[src/rtl/slot_irq_ctrl_if.sv]
// Register-window bus between the SPI register slave (master) and slot_irq_ctrl (slave).
// Writes are single-cycle strobes; reads return registered data one edge after rd_addr.
interface slot_irq_ctrl_if;
  logic        wr_stb;
  logic [7:0]  wr_addr;
  logic [15:0] wr_data;
  logic [7:0]  rd_addr;
  logic [15:0] rd_data;

  modport master (output wr_stb, wr_addr, wr_data, rd_addr, input rd_data);
  modport slave  (input wr_stb, wr_addr, wr_data, rd_addr, output rd_data);
endinterface

[src/rtl/slot_irq_ctrl.sv]
// Slot GPIO interrupt controller: synchronised any-edge capture into masked per-slot
// pending registers, round-robin service scheduler, and mask/clear/pending/status windows.
//
// state    | meaning
// ---------+-----------------------------------------------------------
// ST_IDLE  | irq low, pick next pending slot searching up from last+1
// ST_SERVE | irq high, irq_slot frozen until its pending word is zero
// ST_GAP   | irq low for one cycle so every service ends in a visible drop
module slot_irq_ctrl #(
  parameter int N_SLOTS = 8,
  parameter int SLOT_W  = 16
) (
  input  logic                      sys_clk,
  input  logic                      sys_rst,
  input  logic [N_SLOTS*SLOT_W-1:0] slot_in,
  input  logic [N_SLOTS*SLOT_W-1:0] slot_dir,
  slot_irq_ctrl_if.slave            bus,
  output logic                      irq,
  output logic [2:0]                irq_slot
);

  localparam int W = N_SLOTS * SLOT_W;

  typedef enum logic [1:0] {
    ST_IDLE  = 2'd0,
    ST_SERVE = 2'd1,
    ST_GAP   = 2'd2
  } state_t;

  logic [W-1:0]        sync1_q, sync2_q, prev_q;
  logic [W-1:0]        chg;
  logic [1:0]          arm_q, arm_d;
  logic                armed;

  logic [SLOT_W-1:0]   mask_q [N_SLOTS];
  logic [SLOT_W-1:0]   mask_d [N_SLOTS];
  logic [SLOT_W-1:0]   pend_q [N_SLOTS];
  logic [SLOT_W-1:0]   pend_d [N_SLOTS];
  logic [N_SLOTS-1:0]  pend_nz;

  state_t              state_q, state_d;
  logic [2:0]          slot_q, slot_d;
  logic [2:0]          last_q, last_d;
  logic                irq_q, irq_d;
  logic [15:0]         rd_q, rd_d;

  logic [2:0]          wr_s, rd_s;
  logic                wr_ok, wr_mask, wr_clr;
  logic [2:0]          pick;
  logic                found;

  // Arm timer counts down from 3; detection opens once the synchroniser and prev are primed.
  assign armed = (arm_q == 2'd0);
  assign arm_d = armed ? arm_q : arm_q - 2'd1;
  assign chg   = armed ? (sync2_q ^ prev_q) : '0;

  assign wr_s    = bus.wr_addr[2:0];
  assign wr_ok   = bus.wr_stb && (int'(wr_s) < N_SLOTS);
  assign wr_mask = wr_ok && (bus.wr_addr[7:3] == 5'b00100);
  assign wr_clr  = wr_ok && (bus.wr_addr[7:3] == 5'b00101);

  always_comb begin
    logic [SLOT_W-1:0] clr;
    clr = '0;
    for (int s = 0; s < N_SLOTS; s++) begin
      clr        = (wr_clr && (int'(wr_s) == s)) ? bus.wr_data[SLOT_W-1:0] : '0;
      pend_d[s]  = (pend_q[s] & ~clr)
                 | (chg[s*SLOT_W +: SLOT_W] & mask_q[s] & ~slot_dir[s*SLOT_W +: SLOT_W]);
      mask_d[s]  = (wr_mask && (int'(wr_s) == s)) ? bus.wr_data[SLOT_W-1:0] : mask_q[s];
      pend_nz[s] = |pend_q[s];
    end
  end

  // Round-robin search: walking offsets downward lets the nearest slot after last win.
  always_comb begin
    int idx;
    idx   = 0;
    pick  = slot_q;
    found = 1'b0;
    for (int i = N_SLOTS; i >= 1; i--) begin
      idx = int'(last_q) + i;
      if (idx >= N_SLOTS) idx = idx - N_SLOTS;
      if (pend_nz[idx]) begin
        pick  = 3'(idx);
        found = 1'b1;
      end
    end
  end

  always_comb begin
    state_d = state_q;
    slot_d  = slot_q;
    last_d  = last_q;
    case (state_q)
      ST_IDLE: begin
        if (found) begin
          state_d = ST_SERVE;
          slot_d  = pick;
        end
      end
      ST_SERVE: begin
        if (!pend_nz[slot_q]) begin
          last_d  = slot_q;
          state_d = ST_GAP;
        end
      end
      ST_GAP:  state_d = ST_IDLE;
      default: state_d = ST_IDLE;
    endcase
    irq_d = (state_d == ST_SERVE);
  end

  // Readback reflects register state before any write on the same edge.
  always_comb begin
    logic [7:0] nz8;
    nz8               = '0;
    nz8[N_SLOTS-1:0]  = pend_nz;
    rd_d              = '0;
    rd_s              = bus.rd_addr[2:0];
    if (int'(rd_s) < N_SLOTS) begin
      case (bus.rd_addr[7:3])
        5'b00100: rd_d = 16'(mask_q[rd_s]);
        5'b00110: rd_d = 16'(pend_q[rd_s]);
        default:  rd_d = '0;
      endcase
    end
    if (bus.rd_addr == 8'h38) rd_d = {irq_q, 4'b0000, slot_q, nz8};
  end

  always_ff @(posedge sys_clk) begin
    if (sys_rst) begin
      sync1_q <= '0;
      sync2_q <= '0;
      prev_q  <= '0;
      arm_q   <= 2'd3;
      for (int s = 0; s < N_SLOTS; s++) begin
        mask_q[s] <= '0;
        pend_q[s] <= '0;
      end
      state_q <= ST_IDLE;
      slot_q  <= '0;
      last_q  <= 3'(N_SLOTS - 1);
      irq_q   <= 1'b0;
      rd_q    <= '0;
    end else begin
      sync1_q <= slot_in;
      sync2_q <= sync1_q;
      prev_q  <= sync2_q;
      arm_q   <= arm_d;
      for (int s = 0; s < N_SLOTS; s++) begin
        mask_q[s] <= mask_d[s];
        pend_q[s] <= pend_d[s];
      end
      state_q <= state_d;
      slot_q  <= slot_d;
      last_q  <= last_d;
      irq_q   <= irq_d;
      rd_q    <= rd_d;
    end
  end

  assign irq         = irq_q;
  assign irq_slot    = slot_q;
  assign bus.rd_data = rd_q;

endmodule
[src/flat_wrapper.sv]
// flat-port wrapper written by rule: the top's interface ports become plain ports
module slot_irq_ctrl_flat 
#(
  parameter int N_SLOTS = 8,
  parameter int SLOT_W  = 16
)
  (sys_clk, sys_rst, slot_in, slot_dir, irq, irq_slot, bus_wr_stb, bus_wr_addr, bus_wr_data, bus_rd_addr, bus_rd_data);
  slot_irq_ctrl_if bus_i ();
  input  logic sys_clk;
  input  logic sys_rst;
  input  logic [N_SLOTS*SLOT_W-1:0] slot_in;
  input  logic [N_SLOTS*SLOT_W-1:0] slot_dir;
  output logic irq;
  output logic [2:0] irq_slot;
  input wire logic [$bits(bus_i.wr_stb)-1:0] bus_wr_stb;
  input wire logic [$bits(bus_i.wr_addr)-1:0] bus_wr_addr;
  input wire logic [$bits(bus_i.wr_data)-1:0] bus_wr_data;
  input wire logic [$bits(bus_i.rd_addr)-1:0] bus_rd_addr;
  output wire logic [$bits(bus_i.rd_data)-1:0] bus_rd_data;
  assign bus_i.wr_stb = bus_wr_stb;
  assign bus_i.wr_addr = bus_wr_addr;
  assign bus_i.wr_data = bus_wr_data;
  assign bus_i.rd_addr = bus_rd_addr;
  assign bus_rd_data = bus_i.rd_data;
  slot_irq_ctrl #(.N_SLOTS(N_SLOTS), .SLOT_W(SLOT_W)) u_core (.sys_clk(sys_clk), .sys_rst(sys_rst), .slot_in(slot_in), .slot_dir(slot_dir), .bus(bus_i), .irq(irq), .irq_slot(irq_slot));
endmodule
[config.mk]
export PLATFORM = sky130hd
export DESIGN_NAME = slot_irq_ctrl_flat
export DESIGN_NICKNAME = d
export VERILOG_FILES = /design/src/rtl/slot_irq_ctrl_if.sv /design/src/rtl/slot_irq_ctrl.sv /design/src/flat_wrapper.sv
export SDC_FILE = /design/constraint.sdc
export NUM_CORES = 1
export LEC_CHECK = 0
export CAP_MARGIN = 20
export CORE_MARGIN = 2
export CORE_UTILIZATION = 30
export DETAILED_ROUTE_END_ITERATION = 6
export PLACE_DENSITY = 0.58
export SLEW_MARGIN = 20
export SYNTH_ARGS = -nofsm -noshare
export SYNTH_HDL_FRONTEND = slang
export SYNTH_SLANG_ARGS = --single-unit
export TNS_END_PERCENT = 30
[constraint.sdc]
create_clock -name sys_clk -period 5 [get_ports sys_clk]
set_input_delay 0.5 -clock sys_clk [delete_from_list [all_inputs] [get_ports sys_clk]]
set_output_delay 0.5 -clock sys_clk [all_outputs]
set_load 0.01 [all_outputs]
==> results.cfg <==
[sta]
slew_viol_final = 0
relSlewSlack_pct = 18.5
grt_setup_unrepaired = no
setup-violations-final = 0
period_minus_slack_ns = 3.26
holdWs_ns = 0.383
fin_crit_sh_pct = 65.1
fmax_mhz = 307
tns_ns = 0
worstMarginPinSlew_ns = 1.22
finalHoldViolations = 0
skew_ns = 0.0295

[place]
routabilityCongestion = 0.908
port_buffers = 310
dp.cells = 3981
dp_hpwl_um = 65300

[layout]
final_cell_mix = 667 x dfxtp_1, 415 x nand2_1, 388 x nor2b_1
syn2layout_area_growth_pct = 26.2
multi_input_area_mm2 = 0.0116
drive_above_1_share_pct = 9.53
nNetsFinal = 3206
final_cells = 4122
final_common_cell = dfxtp_1
seq_area_mm2 = 0.0134
nFillCells = 8571

[setup_path]
rr_worst_depth = 10
cpMaxStageDelayCell = o41a_4
worstPathArrival_ns = 3.82
critical_path.max_stage_delay_ns = 0.55
path_delay_family = simple AND/OR/NAND/NOR gates
worst-path-max-fanout = 15
crit_type = flop to flop
path_cells = buf_4, clkinv_1, ha_1, clkinv_1, nor2_1, a22oi_1, and2_1, o41a_4, or3b_1, nand4_1
worstPathBufferInverterCount = 3
crit_top_cell = clkinv_1
start_kind = flop
end_kind = flop
critPathRequiredTime_ns = 5.57
cp_num_cells = 10

[power_and_ir_drop]
leakagePower_nw = 11.2
vdd_ir_drop_max_mv = 0.207
power_density_mw_per_mm2 = 381
power.total_w = 0.0123

[logic_synthesis]
syn_area_mm2 = 0.0256
synth_edf_count = 0
synthMuxAreaShare_pct = 10.4
synth_nets = 2964
ys_ff_latch = 667
ys_seq_area_share_pct = 52.2
synth-warning-count = 0
synth_compound_area_share_pct = 5.80
syn_area_per_cell_um2 = 9.59
yosys.cell_types.count = 59
syn_inst = 2670
synth_top_family_by_area = simple AND/OR/NAND/NOR gates
synth_fa_ha_area_share_pct = 0.147
async_reset_ff_share_pct = 0
synth_xor_area_share_pct = 4.48
synth-simple-area-share_pct = 24.2
yosys_most_used_dff = dfxtp_1

[grt]
grt_start_max_net_pins = 134
grt-ovfl-total = 0
grt_pass1_vias = 18796
grt_pass1_wl_um = 128000
antenna_found_initial = 18
grt_usage_pct = 19.9

[cts]
cts_hold_buf = 0
cts_inserted_buffers = 73
clkLatencyLatePin_ns = 0.63
cts_setup_buffers = 0
cts-root-buf = clkbuf_16
cts_tree = built
post_cts_resized = 0
htree_levels = 3
clock_sinks = 667
clk_path_buf_depth = 3
clk_pin_slew_worst_paths_ns = 0.06

[run_status]
outcome = completed

[drt]
drt-initial-drc-count = 1818
via_count = 19815
vias_per_cell = 4.81
drtPass1Iterations = 5
finalWirelength_um = 88600
drtAntennaViolNets = 0
drc = 0
wl_per_cell_um = 21.5

[die]
die_area_mm2 = 0.0877
core_area_mm2 = 0.0849
rows = 107
start_util_pct = 30.2
io_pins = 311
chipWidth_um = 296
die_y_um = 296

[worst_hold_path]
hold_path.class = input port to flop
hold_depth = 2

[flow_run]
cap_viol_max_count = 0
[Yosys cell counts, types with 12 or more instances]
cell type / count / area share (%)
mux2_2: 34 / 1.5
nor2_1: 217 / 3.2
nand2_1: 415 / 6.1
nor2b_1: 388 / 9.5
a21oi_1: 211 / 4.1
clkbuf_1: 164 / 2.4
mux4_2: 70 / 6.2
xnor2_1: 129 / 4.4
mux2i_1: 66 / 2.6
nor3_1: 137 / 2.7
nand4_1: 12 / 0.29
nor4_2: 15 / 0.73
dfxtp_1: 667 / 52
a22oi_1: 17 / 0.50
nor4_1: 18 / 0.44
[stage by stage]
| stage | cell area (um^2) | setup WS (ns) | utilization, % |
|---|---|---|---|
| 3_3_place_gp | 29800 | 1.84 | 35.1 |
| 3_5_place_dp | 29800 | 1.81 | 35.1 |
| 2_1_floorplan | 25600 | 2.25 | - |
| 4_1_cts | 32300 | 1.80 | 38.0 |
| 6_report | 32300 | 1.74 | 38.1 |
| 5_1_grt | 32300 | 1.50 | 38.0 |
[metal layers]
layer	part of all wire, %	global-route usage (%)	vias up
met5	0.22	0	-
met4	3.8	7.82	30
met3	7.5	3.96	167
met2	43	30.1	717
met1	45	27.8	9539
li1	-	-	9362
[where the power goes]
group          total (W)  switching (W)  internal, W
Sequential       0.00556      0.0000957      0.00547
Clock            0.00554        0.00223      0.00331
Combinational    0.00118       0.000632     0.000552
[worst paths after layout]
| kind | startpoint | to | slack (ns) |
|---|---|---|---|
| max | u_core.last_q[0] | u_core.irq_slot[0] | 1.74 |
| min | sys_rst | u_core.sync1_q[111] | 0.38 |
| max reg2reg | u_core.last_q[0] | u_core.irq_slot[0] | 1.74 |
| min reg2reg | u_core.sync1_q[19] | u_core.sync2_q[19] | 0.43 |
[sequential cells by signal, indices dropped and copies added, names as in the netlist]
name and cells:
u_core.irq 1, u_core.prev_q 128, u_core.sync1_q 128, u_core.pend_q 128, u_core.sync2_q 128, u_core.last_q 3, u_core.state_q 2, u_core.mask_q 128
u_core.bus.rd_data 16, u_core.arm_q 2, u_core.irq_slot 3
[cell type report]
cell class | count | share of cell area, %
Antenna cell | 9 | 0.0697
Sequential cell | 667 | 41.3
Inverter | 9 | 0.105
Tap cell | 1144 | 4.43
Multi-Input combinational cell | 1819 | 35.9
Timing Repair Buffer | 342 | 10.5
Clock inverter | 22 | 0.899
Clock buffer | 110 | 6.81
[logic make-up after synthesis]
logic type               count (synthesis)
AND/OR/NAND/NOR                       1247
adder cells (fa/ha/maj)                  3
XOR/XNOR                               131
AO/OA/AOI/OAI                          266
buffers and inverters                  184
flip-flops                             667
multiplexers                           172
Note: power is estimated with default switching activity, not from simulation.
